==> config.mk <==
export PLATFORM = sky130hd
export DESIGN_NAME = cmd_issuer
export DESIGN_NICKNAME = d
export VERILOG_FILES = /design/src/rtl/cmd_link_pkg.sv /design/src/rtl/tx_byte_pacer.sv /design/src/rtl/cmd_issuer.sv
export SDC_FILE = /design/constraint.sdc
export NUM_CORES = 1
export LEC_CHECK = 0
export ABC_AREA = 0
export BUFFER_PORTS_ARGS = -buffer_cell sky130_fd_sc_hd__buf_2
export CORE_MARGIN = 5
export CORE_UTILIZATION = 30
export DETAILED_ROUTE_END_ITERATION = 8
export SYNTH_ARGS = -nofsm -noshare
export SYNTH_HDL_FRONTEND = slang
export SYNTH_SLANG_ARGS = --single-unit
==> constraint.sdc <==
create_clock -name clk -period 8.8 [get_ports clk]
set_input_delay 1.76 -clock clk [delete_from_list [all_inputs] [get_ports clk]]
set_output_delay 1.76 -clock clk [all_outputs]
set_load 0.1 [all_outputs]
==> src/rtl/cmd_link_pkg.sv <==
// cmd_link_pkg: definitions shared by the command-link host issuer, the node
// controller and the benches: opcode values, issuer state encoding, frame byte
// counts and an opcode classification helper.
package cmd_link_pkg;

    // Opcode values carried in the second frame byte as {5'b0, op}
    localparam logic [2:0] OpOutData1 = 3'd0;
    localparam logic [2:0] OpOutData2 = 3'd1;
    localparam logic [2:0] OpOutRes   = 3'd2;
    localparam logic [2:0] OpLoad     = 3'd3;
    localparam logic [2:0] OpLoadRes  = 3'd4;
    localparam logic [2:0] OpMul      = 3'd5;
    localparam logic [2:0] OpMulAdd   = 3'd6;
    localparam logic [2:0] OpNoOp     = 3'd7;

    // Payload bytes following the opcode for OUT_DATA1/OUT_DATA2
    localparam int unsigned DataBytes = 4;
    // Bytes returned by the node for OUT_RES
    localparam int unsigned RespBytes = 16;

    typedef enum logic [2:0] {
        StIdle,
        StSendAddr,
        StSendOp,
        StSendData,
        StWaitResp,
        StFinish
    } issuer_state_e;

    // What follows the opcode byte on the link
    typedef enum logic [1:0] {
        PathData,
        PathResp,
        PathFinish
    } op_path_e;

    function automatic op_path_e op_path(input logic [2:0] op);
        op_path_e path;
        unique case (op)
            OpOutData1, OpOutData2:                         path = PathData;
            OpOutRes:                                       path = PathResp;
            OpLoad, OpLoadRes, OpMul, OpMulAdd, OpNoOp:     path = PathFinish;
        endcase
        return path;
    endfunction

endpackage

==> src/rtl/tx_byte_pacer.sv <==
// tx_byte_pacer: launches bytes onto the UART transmitter byte interface.
// A requested byte goes out (tx_out=1 with tx_data, same cycle) when the
// transmitter is not busy and no strobe was issued in the previous cycle, so
// tx_busy is never trusted in the cycle right after a strobe and strobes are
// always at least two cycles apart.
// Ports:
//   clk, rst        clock, asynchronous active-high reset
//   req, req_byte   byte offered by the issuer FSM
//   ack             byte taken this cycle (equals tx_out)
//   tx_busy         transmitter busy
//   tx_data, tx_out byte and one-cycle strobe to the transmitter
module tx_byte_pacer (
    input  logic       clk,
    input  logic       rst,
    input  logic       req,
    input  logic [7:0] req_byte,
    output logic       ack,
    input  logic       tx_busy,
    output logic [7:0] tx_data,
    output logic       tx_out
);

    logic strobe_q;
    logic launch;

    always_comb begin
        launch  = req && !tx_busy && !strobe_q;
        tx_out  = launch;
        ack     = launch;
        tx_data = launch ? req_byte : 8'h00;
    end

    always_ff @(posedge clk or posedge rst) begin
        if (rst) begin
            strobe_q <= 1'b0;
        end else begin
            strobe_q <= launch;
        end
    end

endmodule

==> src/rtl/cmd_issuer.sv <==
// cmd_issuer: host-side initiator for the byte-serial command link.
// Accepts one command, sends addr, {5'b0,op} and, for OUT_DATA1/2, the 32-bit
// payload MSB first. OUT_RES then collects RESP_BYTES bytes from the receiver
// into res_data (byte k at [8k+7:8k]) and pulses res_valid.
// Optional feature: define CMD_ISSUER_TIMEOUT_EN to abort a response after
// TIMEOUT_CYCLES cycles without a received byte (res_valid with res_err).
// Ports:
//   clk, rst                       clock, asynchronous active-high reset
//   cmd_valid/cmd_ready            command handshake (ready only when idle)
//   cmd_addr, cmd_op, cmd_data     command fields, captured at acceptance
//   tx_data, tx_out, tx_busy       UART transmitter byte interface
//   rx_data, rx_in                 UART receiver byte interface
//   res_data, res_valid, res_err   assembled OUT_RES response
//   done                           one-cycle pulse when a non-OUT_RES command is issued
module cmd_issuer
    import cmd_link_pkg::*;
#(
    parameter int unsigned RESP_BYTES = RespBytes
`ifdef CMD_ISSUER_TIMEOUT_EN
    ,
    parameter int unsigned TIMEOUT_CYCLES = 65535
`endif
) (
    input  logic                    clk,
    input  logic                    rst,
    input  logic                    cmd_valid,
    output logic                    cmd_ready,
    input  logic [7:0]              cmd_addr,
    input  logic [2:0]              cmd_op,
    input  logic [31:0]             cmd_data,
    output logic [7:0]              tx_data,
    output logic                    tx_out,
    input  logic                    tx_busy,
    input  logic [7:0]              rx_data,
    input  logic                    rx_in,
    output logic [8*RESP_BYTES-1:0] res_data,
    output logic                    res_valid,
    output logic                    res_err,
    output logic                    done
);

    localparam logic [4:0] RxFull   = 5'(RESP_BYTES);
    localparam logic [3:0] DataLast = 4'(DataBytes - 1);

    issuer_state_e           state_q, state_d;
    logic [7:0]              addr_q, addr_d;
    logic [2:0]              op_q, op_d;
    logic [31:0]             data_q, data_d;
    logic [3:0]              tx_cnt_q, tx_cnt_d;
    logic [4:0]              rx_cnt_q, rx_cnt_d;
    logic [8*RESP_BYTES-1:0] res_q, res_d;

    logic       req;
    logic       ack;
    logic [7:0] req_byte;

`ifdef CMD_ISSUER_TIMEOUT_EN
    localparam int unsigned ToW = $clog2(TIMEOUT_CYCLES + 1);
    logic [ToW-1:0] to_cnt_q, to_cnt_d;
`endif

    tx_byte_pacer u_pacer (
        .clk      (clk),
        .rst      (rst),
        .req      (req),
        .req_byte (req_byte),
        .ack      (ack),
        .tx_busy  (tx_busy),
        .tx_data  (tx_data),
        .tx_out   (tx_out)
    );

    always_comb begin
        state_d   = state_q;
        addr_d    = addr_q;
        op_d      = op_q;
        data_d    = data_q;
        tx_cnt_d  = tx_cnt_q;
        rx_cnt_d  = rx_cnt_q;
        res_d     = res_q;
        req       = 1'b0;
        req_byte  = 8'h00;
        cmd_ready = 1'b0;
        done      = 1'b0;
        res_valid = 1'b0;
        res_err   = 1'b0;
`ifdef CMD_ISSUER_TIMEOUT_EN
        to_cnt_d  = to_cnt_q;
`endif

        case (state_q)
            StIdle: begin
                cmd_ready = 1'b1;
                if (cmd_valid) begin
                    addr_d   = cmd_addr;
                    op_d     = cmd_op;
                    data_d   = cmd_data;
                    tx_cnt_d = 4'd0;
                    rx_cnt_d = 5'd0;
                    state_d  = StSendAddr;
                end
            end

            StSendAddr: begin
                req      = 1'b1;
                req_byte = addr_q;
                if (ack) begin
                    state_d = StSendOp;
                end
            end

            StSendOp: begin
                req      = 1'b1;
                req_byte = {5'b0, op_q};
                if (ack) begin
                    case (op_path(op_q))
                        PathData: state_d = StSendData;
                        PathResp: begin
                            // rx_in in this cycle is dropped: capture starts next cycle
                            state_d  = StWaitResp;
                            res_d    = '0;
                            rx_cnt_d = 5'd0;
`ifdef CMD_ISSUER_TIMEOUT_EN
                            to_cnt_d = '0;
`endif
                        end
                        default:  state_d = StFinish;
                    endcase
                end
            end

            StSendData: begin
                req = 1'b1;
                case (tx_cnt_q[1:0])
                    2'd0:    req_byte = data_q[31:24];
                    2'd1:    req_byte = data_q[23:16];
                    2'd2:    req_byte = data_q[15:8];
                    default: req_byte = data_q[7:0];
                endcase
                if (ack) begin
                    if (tx_cnt_q == DataLast) begin
                        state_d = StFinish;
                    end else begin
                        tx_cnt_d = tx_cnt_q + 4'd1;
                    end
                end
            end

            StWaitResp: begin
                if (rx_cnt_q == RxFull) begin
                    // Last byte was captured on the previous edge
                    res_valid = 1'b1;
                    state_d   = StIdle;
                end else if (rx_in) begin
                    for (int unsigned k = 0; k < RESP_BYTES; k++) begin
                        if (rx_cnt_q == 5'(k)) begin
                            res_d[8*k +: 8] = rx_data;
                        end
                    end
                    rx_cnt_d = rx_cnt_q + 5'd1;
`ifdef CMD_ISSUER_TIMEOUT_EN
                    to_cnt_d = '0;
`endif
                end
`ifdef CMD_ISSUER_TIMEOUT_EN
                else if (to_cnt_q == ToW'(TIMEOUT_CYCLES - 1)) begin
                    res_valid = 1'b1;
                    res_err   = 1'b1;
                    state_d   = StIdle;
                end else begin
                    to_cnt_d = to_cnt_q + ToW'(1);
                end
`endif
            end

            StFinish: begin
                done    = 1'b1;
                state_d = StIdle;
            end

            default: state_d = StIdle;
        endcase
    end

    always_ff @(posedge clk or posedge rst) begin
        if (rst) begin
            state_q  <= StIdle;
            addr_q   <= 8'h00;
            op_q     <= 3'd0;
            data_q   <= 32'h0;
            tx_cnt_q <= 4'd0;
            rx_cnt_q <= 5'd0;
            res_q    <= '0;
`ifdef CMD_ISSUER_TIMEOUT_EN
            to_cnt_q <= '0;
`endif
        end else begin
            state_q  <= state_d;
            addr_q   <= addr_d;
            op_q     <= op_d;
            data_q   <= data_d;
            tx_cnt_q <= tx_cnt_d;
            rx_cnt_q <= rx_cnt_d;
            res_q    <= res_d;
`ifdef CMD_ISSUER_TIMEOUT_EN
            to_cnt_q <= to_cnt_d;
`endif
        end
    end

    assign res_data = res_q;

endmodule

== Word-level counts from Yosys, hierarchy flattened ==
Memories as Yosys holds them, arrays and structs flattened.
Index checks and enable logic that the tools add are counted.
Operators by class
  multiplexer cells: 49
  $add $sub $neg: 2
  reduce and logical (&&, ||, !) cells: 32
  eq/ne operators: 51
Operators with widths (count)
  2-to-1 mux 128 bit: 4
  case mux 128 bit (2 select lines): 1
  2-to-1 mux 8 bit: 17
  AND reduction 6 bit: 18
  case mux 8 bit (3 select lines): 2
  inequality test 2 bit (second input constant): 23
  equality test 5 x 4 -> 1 bit (second input constant): 8
  2-to-1 mux 5 bit: 5
  equality test 5 x 3 -> 1 bit (second input constant): 4
  2-to-1 mux 3 bit: 6
  case mux 3 bit (5 select lines): 1
  case mux 5 bit (3 select lines): 1
  2-to-1 mux 4 bit: 3
  equality test 5 x 2 -> 1 bit (second input constant): 2
  case mux 4 bit (2 select lines): 1
  equality test 3 x 2 -> 1 bit (second input constant): 2
  equality test 3 bit (second input constant): 2
  inequality test 2 x 1 -> 1 bit (second input constant): 3
  case mux 3 bit (2 select lines): 1
  adder 5 x 1 -> 5 bit (second input constant): 1
  equality test 5 x 1 -> 1 bit (second input constant): 1
  equality test 5 bit (second input constant): 1
  zero test 5 bit: 1
  2-to-1 mux 1 bit: 5
  other kinds (15): 21
Storage, ports and cells
  output and inout bits: 141
  ROM bits: 16
  bits in registers: 184
  bits of input ports: 56
  memories: 1
  word-level logic and storage cells: 158
Memory list
  (name not given): words 8, width 2, read ports 1, clocked after memory_dff 0, write ports 0, RTL line cmd_link_pkg.sv:39  | unique case (op)

== Logic depth before layout (Yosys ltp) ==
  depth in word-level cells: 11
  mapped depth: 8
  depth with buffers taken out: 7

== Modules after synthesis ==
From an unflattened synthesis, not the netlist that was laid out.
Unflattened totals
  cells, all modules: 669
  area, all modules: 8376.8 um2
Modules (own cells, without submodules)
  cmd_issuer: area an instance 8232.9 um2, sequential area each 4579.4 um2, cells an instance 657, times used 1
  tx_byte_pacer: area an instance 143.9 um2, sequential area each 25.0 um2, cells an instance 12, times used 1

== Worst setup path after synthesis ==
No wires, ideal clock.
  path type: input -> output
  start point: in tx_busy
  end point: out tx_data[0]
  path slack: 2.699 ns
  stages: 3
  arrival time: 4.341 ns
  data required time: 7.040 ns
  path buffers: 0
  cell sequence: nor2_1 nand2_1 a211oi_1
Between the ends
  word-level cells in the longest chain between the ends: 4
Ends and longest elaborated chain
  start: declaration: RTL line cmd_issuer.sv:33  | input logic tx_busy,
  zero test 1 bit: RTL line tx_byte_pacer.sv:27  | launch = req && !tx_busy && !strobe_q;
  logical AND 1 bit (2 in a row): RTL line tx_byte_pacer.sv:27
  2-to-1 mux 8 bit: RTL line tx_byte_pacer.sv:30  | tx_data = launch ? req_byte : 8'h00;
  end: declaration: RTL line cmd_issuer.sv:31  | output logic [7:0] tx_data,
Every way passes these cells.

== Worst setup path after layout ==
  start point: in tx_busy
  end point: out tx_data[4]
The elaborated chain is that of the path after synthesis.

==> impl_metrics.toml <==
[run]
drv_cap = 0

[synth]
netlist_top_cells_area = "dfrtp_1 (55%), mux2_2 (22%), o221ai_4 (2.9%)"
syn-cell-area_um2 = 8300
yosysTopAreaCellShare_pct = 55.5
synth_compound_area_share_pct = 8.61
synth_xor_area_share_pct = 0.106
synth.yosys.seq_area_share_pct = 55.5
synthCells = 590
yosysTopAreaCell = "dfrtp_1"
ys_async_sr_fraction_pct = 100
yosysWarnings = 0
synth.most_common_cell = "dfrtp_1"
synth_mux_area_share_pct = 24.4
netlist_top_cells_count = "dfrtp_1 (184), mux2_2 (161), nand2_1 (20)"
synth_seq_cells = 184
synth_ff_type = "dfrtp_1"
synth_edf_count = 0
ys_types = 57
yosys.area_share.simple_pct = 6.92
synth_nets = 655
synth_top_family_by_area = "multiplexers"
avgSynthCellArea_um2 = 14.1
synthAdderAreaFrac_pct = 1.36

[layout]
diodes = 0
final_cells = 1149
drive_above_1_share_pct = 56.0
final_nets = 829
multi_input_area_um2 = 3450
nFillCells = 2636
syn2layout_area_growth_pct = 22.8
ff_latch_area_um2 = 4610

[sta]
drv_slew = 0
setup_viol = 0
fin_skew_ns = 0.0302
min_period_over_period_pct = 54.9
tightestPinTransition_ns = 1.04
layout_setup_ws_ns = 3.97
tns_ns = 0
rsz0062_at_grt = "false"
finalHoldViolations = 0
slew_headroom_pct = 30.5
min_period_ns = 4.83
fmax_mhz = 207

[routing]
drt-total-wl_um = 21400
first_pass_iters = 5
vias_per_cell = 4.72
vias = 5425
wl_per_cell_um = 18.6
drc = 0
drtIter0Drc = 276
ant_nets = 0

[grt]
grt_overflow = 0
grt_use_total_pct = 13.8
antenna_found_initial = 0
grt_max_degree = 70
grt_pass1_wl_um = 33300
grt_pass1_vias = 5657

[clock_network]
cts_resized = 0
clock_latency_ns = 0.44
htreeDepth = 4
cts_buffers = 17
post_cts_buffers = 0
clk_pin_slew_ns = 0.06
hold_buffers = 0
clockBufferDepth = 2
cts_root_buffer = "clkbuf_16"
clock-sinks = 184
cts_tree = "built"

[placement]
gp_congestion = 0.841
post-dp-hpwl_um = 15200
place_inst = 1117
dp_worst_setup_slack_ns = 3.98
portBuffers = 195

[worst_setup_path]
cp_cell_sequence = "buf_2, nor2_1, nand3_1, nor2_1, buf_2"
slowest_stage = "buf_2"
worst-r2r-setup-slack_ns = 5.90
cp_slowest_stage_delay_ns = 0.44
critPathKind = "in -> out"
worstReg2RegEnd = "res_data[70]$_DFFE_PP0P_"
required_ns = 7.04
rr_worst_depth = 3
cp-end-kind = "output port"
crit_fanout = 5
timing.rr.start = "state_q[0]$_DFFE_PP0P_"
worstPathArrival_ns = 3.07
crit_path_start_kind = "input port"

[floorplan]
die_area_um2 = 31100
ios = 197
die_w_um = 176
die_h_um = 176
start_util_pct = 30.6
core_um2 = 27100
fp-row-count = 60

[run_status]
status = "complete, no violations"

[worst_hold_path]
hold_path_class = "reg -> reg"
min_to = "res_data[88]$_DFFE_PP0P_"
holdPathStages = 1
min-delay-start = "res_data[88]$_DFFE_PP0P_"
==> stage by stage <==
stage,hold WS [ns],utilization (%),instance area [um^2]
after global placement,0.471,35.4,9590
after CTS,0.500,37.6,10200
after global routing,0.513,37.6,10200
final,0.494,37.6,10200
after floorplan,0.480,-,8300
after detailed placement,0.477,35.4,9590
==> placed cells by master (no fill, tap or decap), types with 5 or more instances in the layout <==
cell,n
dfrtp_1,183
nor2_1,16
nor3_1,8
a222oi_1,8
ha_1,9
o21ai_0,15
inv_1,11
nor3_2,8
inv_8,5
clkbuf_16,17
mux2i_1,7
buf_2,195
and2_1,7
mux2_2,161
o221ai_4,9
nand2b_1,7
nand2_1,20
mux2_4,8
buf_4,5
==> worst max-delay path, delay by kind of cell <==
family        cells  cell delay (ns)
buf+inv           2             0.56
simple gates      3             0.75
==> worst max-delay path by stage <==
| stage | start | to | slack, ns | depth (start not counted) |
|---|---|---|---|---|
| floorplan | rst | addr_q[0]$_DFFE_PP0P_ | 2.04 | 1 |
| finish | tx_busy | tx_data[4] | 3.97 | 5 |
| detailed placement | tx_busy | tx_data[4] | 3.98 | 5 |
| global placement | tx_busy | tx_data[5] | 4.01 | 5 |
| global route | tx_busy | tx_data[4] | 3.80 | 5 |
| CTS | tx_busy | tx_data[4] | 3.98 | 5 |
==> layer usage <==
metal / track usage (%) / wire length (um) / vias to the layer above
met5: 0 / 0 / -
met4: 4.22 / 377 / 0
met3: 3.25 / 1080 / 20
met2: 23.2 / 10600 / 141
met1: 17.6 / 9360 / 2763
li1: - / - / 2501
==> area by class of cell <==
type / instances / area share (%)
Sequential cell: 184 / 45.2
Multi-Input combinational cell: 349 / 33.9
Timing Repair Buffer: 200 / 9.95
Tap cell: 372 / 4.57
Clock buffer: 18 / 4.21
Clock inverter: 14 / 1.67
Inverter: 12 / 0.491
==> state kept, by name, indices dropped and copies added (netlist names) <==
register          cells
res_data            128
data_q               32
addr_q                8
rx_cnt_q              5
tx_cnt_q              4
op_q                  3
state_q               3
u_pacer.strobe_q      1
==> cell families after synthesis <==
logic type	after synthesis
adders and majority gates	9
AOI/OAI and AO/OA	63
and+or+nand+nor	97
muxes	178
other	1
buffers and inverters	57
xor gates and xnor gates	1
DFF	184
Power is left out: the tool's default activity adds up to more than one toggle a clock period on the data nets, which glitch-free logic cannot reach.
